`src/rtl/fwd_hazard_ctrl.sv`:
```
// fwd_hazard_ctrl: EX/MEM destination tracking, registered operand-forward selects, load-use stall and stall counter
module fwd_hazard_ctrl #(
  parameter int XLEN_REG = 5,
  parameter int CNT_W    = 16
) (
  input  logic                clk,
  input  logic                rst_n,
  input  logic                id_valid,
  input  logic [XLEN_REG-1:0] id_rs1,
  input  logic [XLEN_REG-1:0] id_rs2,
  input  logic                id_use_rs1,
  input  logic                id_use_rs2,
  input  logic [XLEN_REG-1:0] id_rd,
  input  logic                id_reg_write,
  input  logic                id_mem_read,
  input  logic                flush,
  output logic [1:0]          fwd_a_sel,
  output logic [1:0]          fwd_b_sel,
  output logic                stall,
  output logic [CNT_W-1:0]    stall_count
);
  logic                ex_valid, ex_reg_write, ex_mem_read;
  logic [XLEN_REG-1:0] ex_rd;
  logic                mem_valid, mem_reg_write, mem_mem_read;
  logic [XLEN_REG-1:0] mem_rd;
  logic                ex_prod, mem_prod, load_ex;
  logic                ex_hit_a, ex_hit_b, mem_hit_a, mem_hit_b;
  logic [1:0]          sel_a, sel_b;
  always_comb begin
    ex_prod   = ex_valid && ex_reg_write && ex_rd != '0;
    mem_prod  = mem_valid && mem_reg_write && mem_rd != '0;
    ex_hit_a  = ex_prod && ex_rd == id_rs1;
    ex_hit_b  = ex_prod && ex_rd == id_rs2;
    mem_hit_a = mem_prod && mem_rd == id_rs1;
    mem_hit_b = mem_prod && mem_rd == id_rs2;
    stall     = id_valid && !flush && ex_mem_read &&
                ((id_use_rs1 && ex_hit_a) || (id_use_rs2 && ex_hit_b));
    load_ex   = id_valid && !flush && !stall;
    sel_a     = !(load_ex && id_use_rs1) ? 2'b00 : ex_hit_a ? 2'b10 : mem_hit_a ? 2'b01 : 2'b00;
    sel_b     = !(load_ex && id_use_rs2) ? 2'b00 : ex_hit_b ? 2'b10 : mem_hit_b ? 2'b01 : 2'b00;
  end
  always_ff @(posedge clk) begin
    if (!rst_n) begin
      ex_valid      <= 1'b0;
      ex_reg_write  <= 1'b0;
      ex_mem_read   <= 1'b0;
      ex_rd         <= '0;
      mem_valid     <= 1'b0;
      mem_reg_write <= 1'b0;
      mem_mem_read  <= 1'b0;
      mem_rd        <= '0;
      fwd_a_sel     <= 2'b00;
      fwd_b_sel     <= 2'b00;
      stall_count   <= '0;
    end else begin
      mem_valid     <= ex_valid;
      mem_reg_write <= ex_reg_write;
      mem_mem_read  <= ex_mem_read;
      mem_rd        <= ex_rd;
      ex_valid      <= load_ex;
      ex_reg_write  <= id_reg_write;
      ex_mem_read   <= id_mem_read;
      ex_rd         <= id_rd;
      fwd_a_sel     <= sel_a;
      fwd_b_sel     <= sel_b;
      if (stall && stall_count != '1) stall_count <= stall_count + 1'b1;
    end
  end
endmodule

```
`config.mk`:
```
export PLATFORM = sky130hd
export DESIGN_NAME = fwd_hazard_ctrl
export DESIGN_NICKNAME = d
export VERILOG_FILES = /design/src/rtl/fwd_hazard_ctrl.sv
export SDC_FILE = /design/constraint.sdc
export NUM_CORES = 1
export LEC_CHECK = 0
export ABC_AREA = 1
export CAP_MARGIN = 30
export CORE_ASPECT_RATIO = 0.8
export CORE_UTILIZATION = 49
export CTS_CLUSTER_DIAMETER = 80
export DETAILED_ROUTE_END_ITERATION = 12
export PLACE_DENSITY = 0.77
export SLEW_MARGIN = 10
export SYNTH_ARGS = -nofsm -noshare
export SYNTH_HDL_FRONTEND = slang
export SYNTH_SLANG_ARGS = --single-unit
```
`constraint.sdc`:
```
create_clock -name clk -period 2.7 [get_ports clk]
set_clock_uncertainty 0.15 [all_clocks]
set_input_delay 0.81 -clock clk [delete_from_list [all_inputs] [get_ports clk]]
set_output_delay 0.81 -clock clk [all_outputs]
set_load 0.05 [all_outputs]
```
==> results by group, run 1 <==
Outcome
  – Status: finished, violations left
  – Failing checks: DRC, setup timing

Cells and area
  – Fillers: 259
  – Final Non-Filler Cells: 382
  – Nets: 363
  – Share of layout cells above drive strength 1: 23.2%
  – Most common cell after layout, fill and taps aside: nand2_1
  – Antenna cell count: 0
  – Layout area overhead: 47.9%
  – Commonest non-fill, non-tap cells in the layout: nand2_1 (58), inv_1 (37), dfxtp_1 (35)

GRT
  – Gr usage total: 26.7%
  – Vias in the first global route: 1750
  – Global-route wire length before repair: 8220 µm
  – Largest net degree at the start of global routing: 19
  – GRT overflow: 0
  – Antenna violations before repair: 0

Floorplan
  – Core Area: 3540 µm²
  – Starting Density: 53.1%
  – Die Wd: 71.2 µm
  – Die Y: 57.4 µm
  – Die area: 4090 µm²
  – Boundary pin count: 44
  – Cell row count: 19

Power
  – VDD IR-drop max: 288 µV
  – Static leakage: 1.27 nW
  – Power Density: 425 nW/µm²

Worst hold path
  – Hold path start: ex_reg_write
  – Worst Hold Path EP: mem_reg_write
  – Hold/Removal Path Class: reg -> reg
  – Worst hold path stage count: 2

Synthesis
  – Number of synthesis warnings: 0
  – Post-synth top area share: 37.3%
  – Synth Area in XOR/XNOR: 12.6%
  – Post-synthesis mux area share: 0%
  – Post-synthesis cell count: 263
  – Compound-Gate Fraction of Synth Area: 4.66%
  – Post-synthesis sequential area ratio: 37.3%
  – Post-Synth Adder-Cell Area: 0.666%
  – Top cells by area, synth: dfxtp_1 (37%), nand2_1 (13%), xor2_1 (7.9%), inv_1 (7.8%), nand4_1 (6.3%)
  – #FFs+latches synth: 35
  – Synth cell types: 23
  – Syn Area/Cell: 7.15 µm²
  – Synth area leader: dfxtp_1
  – Simple-gate area share of the yosys netlist: 33.8%
  – Synth Net Count: 287
  – Main combinational cell family by area after synthesis: simple AND/OR/NAND/NOR gates
  – Synthesized area: 1880 µm²

STA
  – Final Critical Period: 2.82 ns
  – # setup viols final: 1
  – Fin. Hold Viols: 0
  – Final Max Tran Viols: 0
  – Final Cycle Share: 104%
  – Worst slew pin tran: 0.502 ns
  – Unrepaired setup endpoints after global routing: yes
  – Slew Limit Headroom: 66.5%
  – Setup ws final: -0.116 ns
  – Fmax: 355 MHz

Clock network
  – Worst-path clk slew: 0.07 ns
  – Clk buf depth: 2
  – Clk root buf: clkbuf_8
  – Htree depth: 2
  – Number of CTS-inserted buffers: 5
  – Clk sink count: 35
  – TritonCTS clock tree: yes
  – Skew-Pair Late Insertion Delay: 0.30 ns

Place
  – Pre-CTS setup slack: -0.476 ns
  – Port buffer count: 43
  – Inst Count DP: 351
  – Final HPWL DP: 3210 µm
  – Gpl congestion: 0.876

Worst setup path
  – Worst Setup SP: id_rs1[2]
  – R2R Path Start: ex_rd[2]
  – Reg2Reg Setup Slack: 0.43 ns
  – Crit-path cells: buf_2 -> xor2_1 -> nor2_2 -> nand4_1 -> nand2_2 -> nand2_4 -> clkinvlp_4 -> buf_12
  – CP max FO: 2
  – Critical Path Source Type: input port
  – Type of element capturing the critical path: output port
  – Worst r2r dst: stall_count[3]
  – Critical path class: in -> out
  – Worst endpoint required time: 1.74 ns
  – Critical path's slowest cell: nand4_1
  – FF-to-FF path depth: 10
  – Crit-path max cell delay: 0.17 ns
  – CP arrival: 1.86 ns

Detailed routing
  – First-pass detailed-route iteration total: 8
  – Post-route ant nets: 0
  – Via Count: 2007
  – DR iter-0 viols: 208
  – WL/cell: 14.1 µm
  – Vias per cell: 5.25
  – Wirelength, routed: 5400 µm
  – DRC: 1

Job
  – Max-cap violations: 0
-- stage by stage --
step	hold WS (ns)	utilization, %	TNS, ns	cell area, µm²	total power, mW
floorplan	0.257	-	0	1880	0.593
global placement	0.270	67.7	-2.53	2400	0.649
detailed placement	0.273	67.7	-3.07	2400	0.651
CTS	0.284	76.1	-0.0596	2690	1.17
global route	0.305	78.5	-0.174	2780	1.22
finish	0.281	78.5	-0.116	2780	1.18
-- state kept, by name (all words and copies together), names as in the netlist, 2 cells and up --
register,count
fwd_b_sel,2
ex_rd,5
fwd_a_sel,2
mem_rd,5
stall_count,16
-- cells in the mapped netlist (all sizes together) --
| library cell | n |
|---|---|
| nand2 | 64 |
| inv | 39 |
| dfxtp | 35 |
| nor2 | 28 |
| nand4 | 19 |
| nand3 | 17 |
| xor2 | 17 |
| a21oi | 14 |
| xnor2 | 10 |
| buf | 5 |
| nor3 | 5 |
| clkbuf | 3 |
| nor4 | 2 |
| o21ai | 2 |
| a211oi | 1 |
| and2 | 1 |
| ha | 1 |
-- metal layers --
layer	up-vias	GRT usage, %	wire (µm)
met1	918	36.1	2330
met5	-	0	0
li1	984	-	-
met2	97	42.4	2580
met4	0	7.71	76
met3	8	6.71	417
-- final cells by class --
type / instances / area (µm²) / area share (%)
sequential: 35 / 701 / 25.2
clock inverter: 2 / 35.0 / 1.26
multi-input combinational: 181 / 1060 / 38.2
inverter: 39 / 153 / 5.49
timing repair buffer: 77 / 694 / 25.0
clock buffer: 6 / 82.6 / 2.97
tap: 42 / 52.6 / 1.89
-- worst max-delay path: cells and delay by family --
kind	cells	cell delay, ns
buffers and inverters	3	0.33
and+or+nand+nor	4	0.56
xor gates and xnor gates	1	0.16
-- worst max path at each step --
stage,endpoint
6_report,stall
5_1_grt,stall
4_1_cts,stall
3_5_place_dp,stall
3_3_place_gp,stall
2_1_floorplan,stall
-- cell families after synthesis --
group                    Yosys count
AO/OA/AOI/OAI                     17
XOR/XNOR                          27
adder cells (fa/ha/maj)            1
buffers and inverters             47
flip-flops                        35
AND/OR/NAND/NOR                  136
-- report_power, final --
part / leakage, nW / total (mW) / switching, mW / internal (mW)
combinational: 0.925 / 0.146 / 0.0628 / 0.0834
clock: 0.0612 / 0.497 / 0.198 / 0.299
sequential: 0.285 / 0.539 / 0.0127 / 0.526
total: 1.27 / 1.18 / 0.273 / 0.908
-- timing repair --
item	4_1_cts	5_1_grt
hold buffers	0	0
endpoints found under the setup margin	1	2
pin swaps	15	14
setup buffers	22	3
resized for setup	58	17
(Power assumes the default switching activity.)
==> run 2, diff against run 1 <==
Settings changed: CORE_MARGIN set to 2, HOLD_SLACK_MARGIN set to 0.08.
==> run 2 against run 1 <==
- non-clock buffer count up 22
- cell count up 6.3%
- register-to-register slack worse by 0.58 ns
- clock power up 0.8%
- clock-buffer cell count down 1
- largest power group unchanged
- first-iteration DRC count up 130%
- combinational power up 23%
- worst hold slack better by 0.0014 ns
- via count up 14%
- the flow finishes with violations (setup timing)
- total power up 3.4%
==> results by group, run 2 (same netlist as run 1, synthesis figures left out) <==
Place
  – Gpl congestion: 0.877
  – Port buffer count: 43
  – Pre-CTS setup slack: -0.492 ns
  – Final HPWL DP: 3230 µm
  – Inst Count DP: 354

Power
  – Part of the power in registers: 44.2%
  – Design Power: 1.22 mW
  – Switching part of the total: 25.5%
  – Power Density: 409 nW/µm²
  – VDD IR-drop max: 287 µV
  – Pint: 910 µW
  – Combinational share of power: 14.8%
  – Clk pwr share: 41.0%
  – Net Sw Power: 312 µW
  – Static leakage: 1.37 nW

STA
  – Final Cycle Share: 110%
  – Setup ws final: -0.278 ns
  – Fin. Hold Viols: 0
  – Final Critical Period: 2.98 ns
  – Unrepaired setup endpoints after global routing: yes
  – Final Max Tran Viols: 0
  – Fmax: 336 MHz
  – # setup viols final: 4
  – Worst slew pin tran: 0.506 ns
  – Slew Limit Headroom: 66.2%

Clock network
  – Clk sink count: 35
  – Number of CTS-inserted buffers: 5
  – Htree depth: 2
  – Clk root buf: clkbuf_8
  – Hold_buf cts: 0
  – Skew-Pair Late Insertion Delay: 0.30 ns
  – Worst-path clk slew: 0.08 ns
  – TritonCTS clock tree: yes
  – Clk buf depth: 2

Floorplan
  – Core Area: 3730 µm²
  – Die area: 4350 µm²
  – Die Y: 59.4 µm
  – Cell row count: 20
  – Starting Density: 50.4%
  – Boundary pin count: 44
  – Die Wd: 73.2 µm

Cells and area
  – Most common cell after layout, fill and taps aside: nand2_1
  – Top Registers: stall_count (16), ex_rd (5), mem_rd (5)
  – Final Non-Filler Cells: 406
  – Nets: 385
  – Commonest non-fill, non-tap cells in the layout: nand2_1 (58), buf_4 (47), inv_1 (37)
  – Max reg flops: 16
  – Antenna cell count: 0
  – Share of layout cells above drive strength 1: 29.0%
  – Layout area overhead: 59.0%
  – Reg with most FFs: stall_count

Detailed routing
  – First-pass detailed-route iteration total: 5
  – DRC: 0
  – DR iter-0 viols: 484
  – Post-route ant nets: 0
  – Via Count: 2283
  – WL/cell: 16.8 µm
  – Wirelength, routed: 6830 µm
  – Vias per cell: 5.62

GRT
  – Vias in the first global route: 2065
  – Antenna violations before repair: 0
  – GR met2 Demand/Resource: 45.9%
  – Global-route wire length before repair: 9600 µm
  – Met3 Usage GRT: 5.95%
  – Gr usage total: 29.3%
  – Layer with the highest usage: met2
  – Largest net degree at the start of global routing: 19
  – GRT overflow: 0
  – Met1 GRT Util: 37.5%

Worst hold path
  – Hold/Removal Path Class: reg -> reg
  – Worst hold path stage count: 2

Worst setup path
  – CP arrival: 2.02 ns
  – FF-to-FF path depth: 17
  – Cell family with most CP delay: buffers and inverters
  – CP max FO: 2
  – Most frequent CP cell: nand2_4
  – Crit path depth: 9
  – WP buf/inv: 4
  – Critical Path Source Type: input port
  – Worst endpoint required time: 1.74 ns
  – Crit-path cells: buf_2 -> xor2_1 -> nor2_1 -> nand4_1 -> buf_4 -> nand2_4 -> nand2_4 -> clkinvlp_4 -> buf_12
  – Critical path's slowest cell: nor2_1
  – Critical path class: in -> out
  – Crit-path max cell delay: 0.20 ns
  – Type of element capturing the critical path: output port

Outcome
  – Failing checks: setup timing
  – Status: finished, violations left

Job
  – Max-cap violations: 0
[run 2: cell count changes in the layout (fill, tap and decap cells not counted), sizes merged]
cell    previous run  this run
clkbuf             6         5
inv               38        39
buf               45        67
[run 2: tightest hold or removal path: stages, from the launching register on]
cell	delay [ns]
dfxtp_1	0.32
nand2_1	0.05
inv_1	0.03
[run 2: cell type report]
cell class,count,area [µm²]
Tap cell,44,55.1
Inverter,39,153
Clock inverter,3,47.5
Clock buffer,5,68.8
Multi-Input combinational cell,181,1080
Fill cell,233,741
Timing Repair Buffer,99,881
Sequential cell,35,702
[run 2: power groups by stage]
stage                     Sequential (mW)  Combinational (mW)  Clock, mW
after detailed placement            0.549               0.103          0
after global routing                0.541               0.190      0.512
after CTS                           0.537               0.140      0.490
after global placement              0.549               0.101          0
final                               0.540               0.180      0.501
after floorplan                     0.545              0.0477          0
[run 2: final timing paths]
kind | startpoint | endpoint | slack, ns
min | ex_valid | mem_valid | 0.28
max | id_rs2[3] | stall | -0.28
min reg2reg | ex_valid | mem_valid | 0.28
max reg2reg | ex_rd[1] | fwd_b_sel[1] | -0.15
[run 2: through the flow]
step / TNS [ns] / utilization [%] / hold slack (ns) / instance area [µm²]
after floorplan: 0 / - / 0.257 / 1880
final: -0.556 / 80.1 / 0.282 / 2990
after detailed placement: -2.95 / 64.6 / 0.267 / 2410
after CTS: -0.0574 / 77.1 / 0.279 / 2880
after global routing: -0.754 / 80.1 / 0.308 / 2990
after global placement: -2.55 / 64.6 / 0.271 / 2410
[run 2: layer usage]
| layer | vias up | wire length (µm) | share of wire [%] |
|---|---|---|---|
| met3 | 41 | 738 | 11 |
| met5 | - | 0 | 0 |
| li1 | 1032 | - | - |
| met2 | 204 | 3030 | 44 |
| met4 | 0 | 360 | 5.3 |
| met1 | 1006 | 2700 | 40 |
[run 2: repair_timing]
item | 4_1_cts | 5_1_grt
pin swaps | 16 | 15
endpoints found under the setup margin | 1 | 5
resized for setup | 57 | 31
setup buffers | 46 | 4
